`src/rtl/panda_risc_v_alu_op_gen.sv`:
```
// Execute-stage ALU operand generator.
// RV32I decode into ALU op/operands behind a registered 2-entry skid buffer.
module panda_risc_v_alu_op_gen #(
    parameter string en_illegal_check = "true"
) (
    input  logic        clk,
    input  logic        rst_n,
    input  logic        flush,
    input  logic        s_valid,
    output logic        s_ready,
    input  logic [31:0] s_inst,
    input  logic [31:0] s_pc,
    input  logic [31:0] s_rs1_v,
    input  logic [31:0] s_rs2_v,
    output logic        m_valid,
    input  logic        m_ready,
    output logic [3:0]  m_op_mode,
    output logic [31:0] m_op1,
    output logic [31:0] m_op2,
    output logic [31:0] m_pc,
    output logic [4:0]  m_rd,
    output logic        m_is_brc,
    output logic        m_is_ls,
    output logic        m_illegal
);

    localparam logic CHK = (en_illegal_check == "true");

    localparam logic [6:0] OPC_OP     = 7'b0110011;
    localparam logic [6:0] OPC_OPIMM  = 7'b0010011;
    localparam logic [6:0] OPC_LUI    = 7'b0110111;
    localparam logic [6:0] OPC_AUIPC  = 7'b0010111;
    localparam logic [6:0] OPC_JAL    = 7'b1101111;
    localparam logic [6:0] OPC_JALR   = 7'b1100111;
    localparam logic [6:0] OPC_BRANCH = 7'b1100011;
    localparam logic [6:0] OPC_LOAD   = 7'b0000011;
    localparam logic [6:0] OPC_STORE  = 7'b0100011;

    localparam logic [3:0] ALU_ADD  = 4'd0;
    localparam logic [3:0] ALU_SUB  = 4'd1;
    localparam logic [3:0] ALU_EQU  = 4'd2;
    localparam logic [3:0] ALU_NEQU = 4'd3;
    localparam logic [3:0] ALU_SLT  = 4'd4;
    localparam logic [3:0] ALU_SGE  = 4'd5;
    localparam logic [3:0] ALU_ULT  = 4'd6;
    localparam logic [3:0] ALU_UGE  = 4'd7;
    localparam logic [3:0] ALU_XOR  = 4'd8;
    localparam logic [3:0] ALU_OR   = 4'd9;
    localparam logic [3:0] ALU_AND  = 4'd10;
    localparam logic [3:0] ALU_SLL  = 4'd11;
    localparam logic [3:0] ALU_SRL  = 4'd12;
    localparam logic [3:0] ALU_SRA  = 4'd13;

    typedef struct packed {
        logic [3:0]  op;
        logic [31:0] op1;
        logic [31:0] op2;
        logic [31:0] pc;
        logic [4:0]  rd;
        logic        brc;
        logic        ls;
        logic        ill;
    } beat_t;

    // funct3 -> ALU op for OP/OP-IMM; alt selects SUB/SRA
    function automatic logic [3:0] f3_alu(input logic [2:0] f3, input logic alt);
        logic [3:0] r;
        case (f3)
            3'd0:    r = alt ? ALU_SUB : ALU_ADD;
            3'd1:    r = ALU_SLL;
            3'd2:    r = ALU_SLT;
            3'd3:    r = ALU_ULT;
            3'd4:    r = ALU_XOR;
            3'd5:    r = alt ? ALU_SRA : ALU_SRL;
            3'd6:    r = ALU_OR;
            default: r = ALU_AND;
        endcase
        return r;
    endfunction

    logic [6:0]  w_opc;
    logic [2:0]  w_f3;
    logic [6:0]  w_f7;
    logic [31:0] w_imm_i;
    logic [31:0] w_imm_s;
    logic [31:0] w_imm_u;
    logic        w_shift;
    beat_t       w_beat;

    assign w_opc   = s_inst[6:0];
    assign w_f3    = s_inst[14:12];
    assign w_f7    = s_inst[31:25];
    assign w_imm_i = {{20{s_inst[31]}}, s_inst[31:20]};
    assign w_imm_s = {{20{s_inst[31]}}, s_inst[31:25], s_inst[11:7]};
    assign w_imm_u = {s_inst[31:12], 12'd0};
    assign w_shift = (w_f3 == 3'd1) || (w_f3 == 3'd5);

    // Combinational decode of the incoming instruction
    always_comb begin
        w_beat     = '0;
        w_beat.op  = ALU_ADD;
        w_beat.pc  = s_pc;
        w_beat.rd  = s_inst[11:7];
        unique case (w_opc)
            OPC_OP: begin
                w_beat.op1 = s_rs1_v;
                w_beat.op2 = s_rs2_v;
                w_beat.op  = f3_alu(w_f3, s_inst[30]);
                w_beat.ill = CHK && !((w_f7 == 7'h00) ||
                    ((w_f7 == 7'h20) && ((w_f3 == 3'd0) || (w_f3 == 3'd5))));
            end
            OPC_OPIMM: begin
                w_beat.op1 = s_rs1_v;
                w_beat.op2 = w_shift ? {27'd0, s_inst[24:20]} : w_imm_i;
                w_beat.op  = f3_alu(w_f3, w_shift & s_inst[30]);
                w_beat.ill = CHK && w_shift && !((w_f7 == 7'h00) ||
                    ((w_f3 == 3'd5) && (w_f7 == 7'h20)));
            end
            OPC_LUI: begin
                w_beat.op2 = w_imm_u;
            end
            OPC_AUIPC: begin
                w_beat.op1 = s_pc;
                w_beat.op2 = w_imm_u;
            end
            OPC_JAL: begin
                w_beat.op1 = s_pc;
                w_beat.op2 = 32'd4;
            end
            OPC_JALR: begin
                w_beat.op1 = s_pc;
                w_beat.op2 = 32'd4;
                w_beat.ill = CHK && (w_f3 != 3'd0);
            end
            OPC_BRANCH: begin
                w_beat.rd  = 5'd0;
                w_beat.brc = 1'b1;
                w_beat.op1 = s_rs1_v;
                w_beat.op2 = s_rs2_v;
                case (w_f3)
                    3'd0:    w_beat.op = ALU_EQU;
                    3'd1:    w_beat.op = ALU_NEQU;
                    3'd4:    w_beat.op = ALU_SLT;
                    3'd5:    w_beat.op = ALU_SGE;
                    3'd6:    w_beat.op = ALU_ULT;
                    3'd7:    w_beat.op = ALU_UGE;
                    default: begin
                        w_beat.op  = w_f3[0] ? ALU_NEQU : ALU_EQU;
                        w_beat.ill = CHK;
                    end
                endcase
            end
            OPC_LOAD: begin
                w_beat.ls  = 1'b1;
                w_beat.op1 = s_rs1_v;
                w_beat.op2 = w_imm_i;
            end
            OPC_STORE: begin
                w_beat.rd  = 5'd0;
                w_beat.ls  = 1'b1;
                w_beat.op1 = s_rs1_v;
                w_beat.op2 = w_imm_s;
            end
            default: begin
                w_beat.ill = 1'b1;
            end
        endcase
        if (w_beat.ill) begin
            w_beat.op  = ALU_ADD;
            w_beat.op1 = '0;
            w_beat.op2 = '0;
            w_beat.brc = 1'b0;
            w_beat.ls  = 1'b0;
        end
    end

    beat_t r_main;
    beat_t r_skid;
    logic  r_m_valid;
    logic  r_skid_full;
    logic  r_s_ready;

    beat_t w_main_nxt;
    beat_t w_skid_nxt;
    logic  w_m_valid_nxt;
    logic  w_skid_full_nxt;
    logic  w_acc;

    assign w_acc = s_valid & r_s_ready;

    // Skid-buffer next state: main refills from skid first, else from input
    always_comb begin
        w_main_nxt      = r_main;
        w_skid_nxt      = r_skid;
        w_m_valid_nxt   = r_m_valid;
        w_skid_full_nxt = r_skid_full;
        if (flush) begin
            w_m_valid_nxt   = 1'b0;
            w_skid_full_nxt = 1'b0;
        end else if (!r_m_valid || m_ready) begin
            if (r_skid_full) begin
                w_main_nxt      = r_skid;
                w_m_valid_nxt   = 1'b1;
                w_skid_full_nxt = 1'b0;
            end else if (w_acc) begin
                w_main_nxt    = w_beat;
                w_m_valid_nxt = 1'b1;
            end else begin
                w_m_valid_nxt = 1'b0;
            end
        end else if (w_acc) begin
            w_skid_nxt      = w_beat;
            w_skid_full_nxt = 1'b1;
        end
    end

    // State registers; ready is registered from next skid occupancy
    always_ff @(posedge clk or negedge rst_n) begin
        if (!rst_n) begin
            r_main      <= '0;
            r_skid      <= '0;
            r_m_valid   <= 1'b0;
            r_skid_full <= 1'b0;
            r_s_ready   <= 1'b1;
        end else begin
            r_main      <= w_main_nxt;
            r_skid      <= w_skid_nxt;
            r_m_valid   <= w_m_valid_nxt;
            r_skid_full <= w_skid_full_nxt;
            r_s_ready   <= !w_skid_full_nxt;
        end
    end

    assign s_ready   = r_s_ready;
    assign m_valid   = r_m_valid;
    assign m_op_mode = r_main.op;
    assign m_op1     = r_main.op1;
    assign m_op2     = r_main.op2;
    assign m_pc      = r_main.pc;
    assign m_rd      = r_main.rd;
    assign m_is_brc  = r_main.brc;
    assign m_is_ls   = r_main.ls;
    assign m_illegal = r_main.ill;

endmodule

```
`config.mk`:
```
export PLATFORM = sky130hd
export DESIGN_NAME = panda_risc_v_alu_op_gen
export DESIGN_NICKNAME = d
export VERILOG_FILES = /design/src/rtl/panda_risc_v_alu_op_gen.sv
export SDC_FILE = /design/constraint.sdc
export NUM_CORES = 1
export LEC_CHECK = 0
export BUFFER_PORTS_ARGS = -buffer_cell sky130_fd_sc_hd__buf_2
export CAP_MARGIN = 0
export CELL_PAD_IN_SITES_DETAIL_PLACEMENT = 1
export CELL_PAD_IN_SITES_GLOBAL_PLACEMENT = 1
export CORE_MARGIN = 4
export CORE_UTILIZATION = 45
export DETAILED_ROUTE_END_ITERATION = 6
export PLACE_DENSITY = 0.88
export SETUP_SLACK_MARGIN = 0.1
export SLEW_MARGIN = 20
export SYNTH_ARGS = -nofsm -noshare
export SYNTH_HDL_FRONTEND = slang
export SYNTH_SLANG_ARGS = --single-unit
export TNS_END_PERCENT = 100
```
`constraint.sdc`:
```
create_clock -name clk -period 2.9 [get_ports clk]
set_input_delay 0.58 -clock clk [delete_from_list [all_inputs] [get_ports clk]]
set_output_delay 0.58 -clock clk [all_outputs]
set_load 0.01 [all_outputs]
```
==> out/qor.yml <==
synth_xor_area_frac: 0.00172
fin_nets: 1299
antenna_found_initial: 3
synth_compound_area_frac: 0.234
initial_core_util: 0.463
numCtsBuffers: 25
grt_max_degree: 128
portBuffers: 242
drtIter0Drc: 584
rsz0062_at_grt: "false"
fillers: 2451
ys_types: 46
die_y_um: 158
p_per_area_mw_per_mm2: 597
synth_edf_count: 0
cts-resized-gates: 0
cts_tree: "built"
wl_um: 32500
synth_fp_nets: 1105
first_global_vias: 9510
ys.flop_type: "dfrtp_1"
crit_required_ns: 3.25
fp.dieArea_sq_mm: 0.0251
synth_fa_ha_area_frac: 0
avgSynthCellArea_sq_um: 10.5
hpwl_um: 21100
worstSkewPairLatency_ns: 0.52
min_period_ns: 2.08
cap_violations: 0
grt_overflow: 0
startpoint: "s_ready"
clock_skew_ns: 0.0132
clock-root-buffer: "clkbuf_16"
coreArea_sq_mm: 0.0220
wl_per_cell_um: 22.2
drcViolationCount: 0
yosys_register_bits: 219
cts_htree_levels: 1
ios: 243
fin_hold_ws_ns: 0.0463
synth_mux_area_frac: 0.0689
placementRows: 54
place.gp.congestion: 0.893
outcome: "finished clean"
drv_slew: 0
power.total_uw: 7470
hold_class: "primary input to asynchronous set/reset pin"
synth_area_sq_mm: 0.0102
synth_warnings: 0
synth_cells: 972
timing.final.crit_share: 0.716
grt_pass1_wl_um: 51200
dr_total_vias: 8857
tns_ns: 0
cts_setup_buffers: 0
fmaxAchievable_ghz: 0.482
drt-vias-per-instance: 6.04
worstSetupEndpointType: "flip-flop"
crit_type: "flip-flop to flip-flop"
clkSinkCount: 219
clk_pin_slew_ns: 0.06
drive_gt1_frac: 0.296
max_slew_margin: 0.487
hold_viol_final: 0
syn2layout_area_growth_pct: 22.8
timing.rr.start: "s_ready"
critPathArrivalTime_ns: 2.43
fp.dieW_um: 158
clock_path_buffers: 3
start_kind: "flip-flop"
synth-simple-area-share: 0.115
synth_seq_area_share: 0.538
setup_viol: 0
tightestPinTransition_ns: 0.770
path_max_fanout: 74
ant_nets: 0
cts_hold_buf: 0
power.leakage_uw: 0.00602
ir_worst_vdd_mv: 0.578
async_flop_share: 1.00
grt_usage: 0.252
synth_top_family_by_area: "compound AO/OA/AOI/OAI gates"
dr.pass1.iters: 5
[where the power goes]
part	total [uW]	internal, uW	switching (uW)
registers	3420	3290	123
logic	851	345	506
clock network	3210	1930	1280
[registers in the layout, summed over array words and instances, names as in the netlist, 4 cells and up]
name / count
m_op1: 32
m_op2: 32
m_op_mode: 4
m_pc: 32
m_rd: 5
r_skid: 108
[cell usage after synthesis, drive strengths merged (9+ instances only)]
| cell | number | share of area |
|---|---|---|
| o21ai | 42 | 0.021 |
| nand2 | 124 | 0.046 |
| nor2 | 9 | 0.0033 |
| clkbuf | 61 | 0.022 |
| dfrtp | 218 | 0.54 |
| a21oi | 82 | 0.041 |
| a22oi | 44 | 0.032 |
| buf | 38 | 0.018 |
| o41ai | 13 | 0.015 |
| and3 | 71 | 0.044 |
| o31ai | 126 | 0.093 |
| mux2 | 33 | 0.036 |
| mux2i | 33 | 0.032 |
| a221oi | 20 | 0.017 |
[cell usage in the layout (no fill, tap or decap), types with 3 or more instances in the layout]
master,instances
clkbuf_1,6
a21oi_1,81
nand4_1,3
buf_4,14
and3_1,71
dfrtp_1,217
nand2_1,124
o21ai_0,40
clkbuf_8,3
inv_1,5
nor2b_1,4
bufinv_16,3
diode_2,3
buf_12,10
nand2b_1,8
a22o_1,3
a221oi_1,20
o21a_1,5
buf_2,241
nor2_1,9
o41ai_2,5
clkbuf_16,25
o211ai_1,6
a22oi_1,44
o31ai_1,126
clkinv_2,6
o41ai_1,8
mux2_2,33
mux2i_1,33
[critical path, cell delays in order (launching register included)]
cell     delay (ns)
dfstp_2        0.54
a21oi_1        0.14
or3_4          0.39
buf_12         0.22
o41ai_1        0.57
[metrics by stage]
stage                     setup WS (ns)  instance area (sq um)  cells   util
after floorplan                   0.865                  10200    972      -
after global placement            0.447                  11700   1419  0.530
after detailed placement          0.359                  11700   1419  0.530
after CTS                         0.828                  12500   1464  0.568
after global routing              0.655                  12500   1467  0.568
final                             0.824                  12500   1467  0.568
[cell type report]
type	count	area (sq um)	share of cell area
inverter	5	18.8	0.00150
multi-input combinational	649	4300	0.343
timing repair buffer	266	1530	0.122
clock buffer	34	689	0.0551
clock inverter	11	136	0.0109
tap	280	350	0.0280
sequential	219	5490	0.438
antenna	3	7.51	0.000600
[path summary, 6_finish.rpt]
check | endpoint | slack (ns) | cells after the start
max | m_op2[5] | 0.82 | 4
min | m_op2[17] | 0.05 | 1
max reg2reg | m_op2[5] | 0.82 | 4
min reg2reg | r_skid[57] | 0.47 | 2
max in group asynchronous | r_skid[4] | 2.00 | 2
min in group clk | m_valid | 0.31 | 2
[per-layer routing]
metal,part of all wire,up-vias,track usage
met2,0.49,278,0.424
met3,0.053,74,0.0370
met5,0,-,0
met4,0.037,0,0.101
li1,-,4020,-
met1,0.42,4485,0.329
[cell families (layout without fill, tap and decap cells)]
group	Yosys count	after routing
compound gates	347	347
simple gates	234	234
flops	219	219
buf+inv	104	316
mux	66	66
xor+xnor	2	2
other cells	0	3
Note: power is estimated with default switching activity, not from simulation.
